File: config.mk
export PLATFORM = sky130hd
export DESIGN_NAME = cu_sequencer
export DESIGN_NICKNAME = d
export VERILOG_FILES = /design/src/rtl/cu_sequencer.sv
export SDC_FILE = /design/constraint.sdc
export NUM_CORES = 1
export LEC_CHECK = 0
export ABC_AREA = 0
export CAP_MARGIN = 20
export CORE_AREA = 2 2 98 100
export CTS_BUF_LIST = sky130_fd_sc_hd__clkbuf_4
export CTS_CLUSTER_DIAMETER = 200
export DETAILED_ROUTE_END_ITERATION = 10
export DIE_AREA = 0 0 100 102
export PLACE_DENSITY = 0.79
export SLEW_MARGIN = 25
export SYNTH_ARGS = -nofsm -noshare
export SYNTH_HDL_FRONTEND = slang
export SYNTH_SLANG_ARGS = --single-unit
export TNS_END_PERCENT = 100
File: constraint.sdc
create_clock -name clock -period 5.3 [get_ports clock]
set_input_delay 0.795 -clock clock [delete_from_list [all_inputs] [get_ports clock]]
set_output_delay 0.795 -clock clock [all_outputs]
set_load 0.05 [all_outputs]
File: src/rtl/cu_sequencer.sv
// cu_sequencer: multi-cycle control-unit sequencer. Owns the architectural
// state register, picks one sub-CU's control word / k_mux / next-state per
// instruction class, and handles fetch, memory stalls, illegal opcodes,
// the runaway-sequence watchdog and halt.
module cu_sequencer #(
    parameter int unsigned   CUL      = 35,
    parameter logic [CUL:0]  FETCH_CW = 36'h000001220,
    parameter logic [CUL:0]  NOP_CW   = 36'h000000001,
    parameter int unsigned   MAX_EXEC = 8
) (
    input  logic           clock,
    input  logic           reset_n,
    input  logic [31:0]    IR,
    input  logic           mem_ready,
    input  logic           halt_req,
    input  logic [CUL:0]   cw_imm,
    input  logic [CUL:0]   cw_reg,
    input  logic [CUL:0]   cw_mem,
    input  logic [CUL:0]   cw_br,
    input  logic [3:0]     ns_imm,
    input  logic [3:0]     ns_reg,
    input  logic [3:0]     ns_mem,
    input  logic [3:0]     ns_br,
    input  logic [2:0]     k_imm,
    input  logic [2:0]     k_reg,
    input  logic [2:0]     k_mem,
    input  logic [2:0]     k_br,
    output logic [3:0]     state,
    output logic [CUL:0]   controlWord,
    output logic [2:0]     k_mux,
    output logic           halted,
    output logic           illegal,
    output logic           timeout,
    output logic           retire
);

    typedef enum logic [1:0] {StFetch, StExec, StHalt} phase_e;
    typedef enum logic [2:0] {ClsImm, ClsReg, ClsMem, ClsBr, ClsIll} cls_e;

    localparam logic [3:0] MaxCnt = 4'(MAX_EXEC);

    phase_e     phase_q, phase_d;
    logic [3:0] exec_state_q, exec_state_d;
    logic [3:0] exec_cnt_q, exec_cnt_d;

    cls_e       cls;
    logic [CUL:0] sel_cw;
    logic [CUL:0] stall_cw;
    logic [3:0] sel_ns;
    logic [2:0] sel_k;
    logic       stall;
    logic       at_limit;

    // Only the class-select opcode bits are decoded here; the rest belong to sub-CUs.
    logic unused_ir;
    assign unused_ir = ^{IR[31:29], IR[24:0]};

    // Instruction class decode, first match wins.
    always_comb begin
        cls = ClsIll;
        if (IR[28:26] == 3'b100) begin
            cls = ClsImm;
        end else if (IR[28:26] == 3'b101) begin
            cls = ClsBr;
        end else if (IR[27:25] == 3'b101) begin
            cls = ClsReg;
        end else if (IR[27] && !IR[25]) begin
            cls = ClsMem;
        end
    end

    // Route the selected sub-CU's control word, k_mux and next state.
    always_comb begin
        sel_cw = NOP_CW;
        sel_ns = 4'b0000;
        sel_k  = 3'b000;
        case (cls)
            ClsImm: begin
                sel_cw = cw_imm;
                sel_ns = ns_imm;
                sel_k  = k_imm;
            end
            ClsReg: begin
                sel_cw = cw_reg;
                sel_ns = ns_reg;
                sel_k  = k_reg;
            end
            ClsMem: begin
                sel_cw = cw_mem;
                sel_ns = ns_mem;
                sel_k  = k_mem;
            end
            ClsBr: begin
                sel_cw = cw_br;
                sel_ns = ns_br;
                sel_k  = k_br;
            end
            default: begin
                sel_cw = NOP_CW;
                sel_ns = 4'b0000;
                sel_k  = 3'b000;
            end
        endcase
    end

    // Stalled word: keep the memory access presented, suppress every side effect.
    always_comb begin
        stall_cw        = sel_cw;
        stall_cw[15]    = 1'b0;
        stall_cw[10:8]  = 3'b000;
        stall_cw[1:0]   = 2'b00;
    end

    assign stall    = (phase_q == StExec) && (sel_cw[13:12] != 2'b00) && !mem_ready;
    assign at_limit = (exec_cnt_q == MaxCnt);

    // State register with asynchronous active-low reset.
    always_ff @(posedge clock or negedge reset_n) begin
        if (!reset_n) begin
            phase_q      <= StFetch;
            exec_state_q <= 4'b0000;
            exec_cnt_q   <= 4'd0;
        end else begin
            phase_q      <= phase_d;
            exec_state_q <= exec_state_d;
            exec_cnt_q   <= exec_cnt_d;
        end
    end

    // Next-state logic for phase, exec_state and the watchdog counter.
    always_comb begin
        phase_d      = phase_q;
        exec_state_d = exec_state_q;
        exec_cnt_d   = exec_cnt_q;
        case (phase_q)
            StFetch: begin
                if (mem_ready) begin
                    phase_d      = StExec;
                    exec_state_d = 4'b0001;
                    exec_cnt_d   = 4'd1;
                end
            end
            StExec: begin
                if (!stall) begin
                    if (sel_ns == 4'b0000) begin
                        phase_d      = halt_req ? StHalt : StFetch;
                        exec_state_d = 4'b0000;
                        exec_cnt_d   = 4'd0;
                    end else if (at_limit) begin
                        // Watchdog wins over halt_req; halt is taken at the next boundary.
                        phase_d      = StFetch;
                        exec_state_d = 4'b0000;
                        exec_cnt_d   = 4'd0;
                    end else begin
                        exec_state_d = sel_ns;
                        exec_cnt_d   = exec_cnt_q + 4'd1;
                    end
                end
            end
            StHalt: begin
                if (!halt_req) begin
                    phase_d = StFetch;
                end
            end
            default: begin
                phase_d      = StFetch;
                exec_state_d = 4'b0000;
                exec_cnt_d   = 4'd0;
            end
        endcase
    end

    // Output decode from current phase, selected class and inputs.
    always_comb begin
        state       = 4'b0000;
        controlWord = '0;
        k_mux       = 3'b000;
        halted      = 1'b0;
        illegal     = 1'b0;
        timeout     = 1'b0;
        retire      = 1'b0;
        case (phase_q)
            StFetch: begin
                controlWord = FETCH_CW;
            end
            StExec: begin
                state       = exec_state_q;
                k_mux       = sel_k;
                controlWord = stall ? stall_cw : sel_cw;
                if (!stall) begin
                    if (sel_ns == 4'b0000) begin
                        retire  = 1'b1;
                        illegal = (cls == ClsIll);
                    end else if (at_limit) begin
                        timeout = 1'b1;
                    end
                end
            end
            StHalt: begin
                halted = 1'b1;
            end
            default: begin
                controlWord = FETCH_CW;
            end
        endcase
    end

endmodule

# == Word level (Yosys, flattened, before mapping) ==
# Index checks and enable logic that the tools add are counted.
# totals
reg_bits,10
latch_bits,0
mem_bits_rw,0
rom_bits,0
inputBits,208
out_inout_bits,47
elab_cells,68
mem_count,0
# op_classes
n_addsub,1
mul,0
n_div,0
magnitude_cmp,0
n_eq_ne,14
shift,0
n_mux,38
n_bitwise,1
reduce_logical,11
# ops
op,count
one-hot mux 36 bit (4 select lines),1
one-hot mux 36 bit (2 select lines),1
two-way mux 4 bit,8
one-hot mux 4 bit (3 select lines),2
two-way mux 16 bit,1
one-hot mux 4 bit (4 select lines),1
two-way mux 3 bit,5
"equality test 3 bit, second input constant",4
two-way mux 2 bit,6
one-hot mux 3 bit (4 select lines),1
two-way mux 1 bit,11
"equality test 3 x 2 -> 1 bit, second input constant",2
"inequality test 2 bit, second input constant",3
one-hot mux 2 bit (3 select lines),1
"adder 4 x 1 -> 4 bit, second input constant",1
"equality test 4 bit, second input constant",1
logical NOT 4 bit,1
AND reduction 4 bit,1
"equality test 3 x 1 -> 1 bit, second input constant",1
logical AND 1 bit,3
logical NOT 3 bit,1
"inequality test 3 x 2 -> 1 bit, second input constant",1
AND reduction 3 bit,1
"equality test 2 x 1 -> 1 bit, second input constant",1
other kinds (5),6

# == Longest topological paths before layout ==
# logic_depth
ltp_word,13
depth_mapped,8
depth_no_buf,7

# == Least setup slack after synthesis ==
# No wires, ideal clock.
# synth_path
kind,input to output
start,input IR[28]
end,output illegal
t_arrival_ps,3435
path_slack_ps,1070
stages,7
path_cell_list,nor2b_1 buf_2 and2_4 a221oi_1 a211o_1 nand2_1 nor4_1
# synth_via
elab_chain_cells,10
elab_cells_between_ends,18
classes_between,6 x eq/ne; 7 x mux; 5 x reduce/logical
# synth_rtl
element,line_no,text
start: declaration,13,"input logic [31:0] IR,"
equality test 3 bit,63,end else if (IR[28:26] == 3'b101) begin
two-way mux 3 bit,63,
two-way mux 3 bit (*),61,if (IR[28:26] == 3'b100) begin
"equality test 3 x 2 -> 1 bit, or another cell as far along",77,case (cls)
one-hot mux 36 bit (4 select lines),77,
nonzero test 2 bit,114,assign stall = (phase_q == StExec) && (sel_cw[13:12] != 2'b00) && !mem_ready;
logical AND 1 bit (2 in a row),114,
two-way mux 1 bit (*),190,if (!stall) begin
two-way mux 1 bit (*),182,case (phase_q)
end: declaration,32,"output logic illegal,"
# Mark *: on every way between the ends. The rest lies on a longest branch, timed or not.

# == Worst setup path after layout ==
# layout_path
start,input IR[26]
end,output controlWord[34]
# layout_via
elab_chain_cells,7
elab_cells_between_ends,12
classes_between,6 x eq/ne; 5 x mux; 1 x reduce/logical
# layout_rtl
element,line_no,text
equality test 3 bit,65,end else if (IR[27:25] == 3'b101) begin
two-way mux 3 bit,65,
two-way mux 3 bit,63,
two-way mux 3 bit (*),61,
"equality test 3 x 2 -> 1 bit, or another cell as far along",77,
one-hot mux 36 bit (4 select lines) (*),77,
one-hot mux 36 bit (2 select lines) (*),182,
end: declaration,29,"output logic [CUL:0] controlWord,"
# Marked as above.

==> impl_results.md <==
* Area of the core at 9110 um^2
* Status: completed
* Pleak at 1.44 nW
* Post-synth EDFFs at 0
* All-Layer GR Usage at 18.1%
* Setup ws final at 0.800 ns
* Syn_area_per_cell at 7.51 um^2
* Synth area leader: a22oi_1
* Post-CTS setup buffers at 0
* Initial antenna violation count at 0
* Post-Syn Nets at 441
* Initial drt markers at approximately 190
* Setup TNS at 0 ns
* Nets at ~660
* Routed len/inst at 18.6 um
* Layout cells sized above 1 at 6.56%
* ANT nets after route at 0
* Largest net degree at the start of global routing at 42
* Top cell by count, worst path: clkdlybuf4s50_1
* Num rows at 35
* Netlist Area Pre-Place at 1710 um^2
* Commonest non-fill, non-tap cell in the layout: clkdlybuf4s50_1
* Number of failing hold endpoints at the final stage at 0
* Global route overflow at 0
* Filler cells at 849
* Number of max-cap violations at 0
* Hold endpoint: exec_state_q[0]
* Initial Util at 18.8%
* Reg clk slew, reported paths at 0.07 ns
* Clock Latency Late Sink at 0.28 ns
* Fmax at 0.222 GHz
* First-pass GRT wire length at 14800 um
* Dpl ws at 0.822 ns
* Max transition margin at between 40% and 50%
* DR vias at just under 3000
* Power density over the cells at between 200 and 250 nW/um^2
* IO buf count at between 200 and 250
* Final setup violation count at 0
* Nature of the critical path startpoint: input pin
* Placer Congestion at slightly above 0.8
* Reg2reg end: exec_state_q[1]
* Post-synth top area share at between 30% and 40%
* Synthesis-to-finish area growth at 139%
* Worst-Margin Slew at 0.883 ns
* Hpwl dp at 8250 um
* CTS tree: yes
* Most frequent cells in the layout: 217 x clkdlybuf4s50_1, 73 x a22oi_1, 39 x a21oi_1
* H-tree depth at 1
* WS Path Type: input pin to output port
* Mapped Cells at 228
* Critical path peak fanout at 26
* Hold Startpoint: exec_state_q[0]
* WP data arrival at 3.71 ns
* Final WL at 10300 um
* Final Non-Filler Cells at 553
* R2R Setup Slk at about 2.7 ns
* Maximum vdd drop at 0.264 mV
* Die width at 100 um
* First-pass DRT Iterations at 4
* Crit path cell chain: clkdlybuf4s50_1, nand2b_2, nor2_4, buf_4, a22oi_1, a21oi_1, clkdlybuf4s50_1
* Vias in the first global route at 2883
* Post-route minimum period at 4.50 ns
* DR vias/cell at 5.23
* Hold buffers post-CTS at 0
* Crit path largest cell delay at 0.84 ns
* Pins Over Slew Limit at 0
* Main synth FF type: dfrtp_1
* Hold Path Class: register to register
* Top cells by area, synth: a22oi_1 32%, dfrtp_1 15%, a21oi_1 11%, ha_1 3.7%, mux2_1 3.3%
* Worst Path Required at about 4.5 ns
* CTS resizes at 0
* Reg2Reg Launch Point: phase_q[1]
* Placed cells at 549
* Die Y-Extent at 102 um
* DRC violations left at 0
* # clock sinks at 10
* Clk_skew at 0.00300 ns
* Ys async rst share at 100%
* Clock Tree Buf Depth at 2
* Sequential element share of the synthesized area at 14.6%
* Multi-input logic area at 1350 um^2
* CTS Buf Count at 3
* YS warnings at 0
* Root Driver: clkbuf_4
* FF+latch count, synth at 10
* Fin crit share at 84.9%
* Worst R2R Path Depth at 6
* Synth cell types at 44
* RSZ-0062 raised after global routing: false
* Storage cell area at 250 um^2
* Die area at 10200 um^2
* Slowest CP cell: clkdlybuf4s50_1
* Worst hold path depth at 1
* CP Capture Type: output port
* Io pins at 255
* Antenna fix cells at 0
kinds of logic after synthesis:
family,share of synthesized area (%)
AOI/OAI and AO/OA,56.3
adders and majority gates,3.65
buffers and inverters,7.02
DFF,14.6
muxes,5.12
and+or+nand+nor,13.3
worst max path at each step:
| stage | to | depth (start not counted) | from | slack [ns] |
|---|---|---|---|---|
| 6_report | controlWord[34] | 7 | IR[26] | 0.80 |
| 3_3_place_gp | controlWord[34] | 7 | IR[26] | 0.83 |
| 5_1_grt | illegal | 8 | IR[27] | 0.56 |
| 3_5_place_dp | illegal | 8 | IR[27] | 0.82 |
| 2_1_floorplan | illegal | 7 | IR[28] | 1.07 |
| 4_1_cts | illegal | 8 | IR[27] | 0.80 |
worst max-delay path, delay by kind of cell:
family                 cells  cell delay (ns)
AND/OR/NAND/NOR            2             0.83
AO/OA/AOI/OAI              2             0.33
buffers and inverters      3             1.73
metrics by stage:
step                instance area, um^2  total power, W  hold WS [ns]  util [%]
finish                             4090        0.000991         0.486      44.9
global route                       4090         0.00105         0.506      44.9
CTS                                4090        0.000995         0.492      44.9
detailed placement                 4060        0.000934         0.473      44.6
global placement                   4060        0.000921         0.468      44.6
floorplan                          1710        0.000604         0.450         -
cell type report:
| class | instances | area share, % |
|---|---|---|
| multi-input combinational | 190 | 32.9 |
| inverter | 7 | 0.642 |
| tap | 111 | 3.40 |
| clock inverter | 1 | 0.0918 |
| timing repair buffer | 231 | 56.3 |
| clock buffer | 3 | 0.551 |
| sequential | 10 | 6.12 |
layer usage:
layer	track usage [%]	wire, um	up-vias
li1	-	-	1357
met1	22.0	4030	1371
met2	33.3	5300	148
met3	2.94	782	15
met4	4.95	152	0
met5	0	0	-
flip-flops by register name, summed over array words and instances (netlist names):
| name | flops |
|---|---|
| exec_cnt_q | 4 |
| exec_state_q | 4 |
| phase_q | 2 |
synth_stat cells, drive strengths merged (2+ instances only):
master,n
dfrtp,10
o211ai,3
a22oi,73
nand2,5
a21o,2
a32o,5
nand4,3
a221oi,5
mux2i,2
nor2b,4
nor2,10
and2b,2
nor3b,2
ha,5
nand2b,2
clkbuf,11
and2,6
inv,7
nand3,4
mux2,6
a21oi,39
buf,10
o22ai,2
o21ai,3
power by group:
part           switching [W]  total [W]  internal, W
sequential         0.0000194   0.000125     0.000106
clock              0.0000299  0.0000573    0.0000273
combinational       0.000480   0.000809     0.000329
No activity file was read; power rests on OpenSTA's default activity.
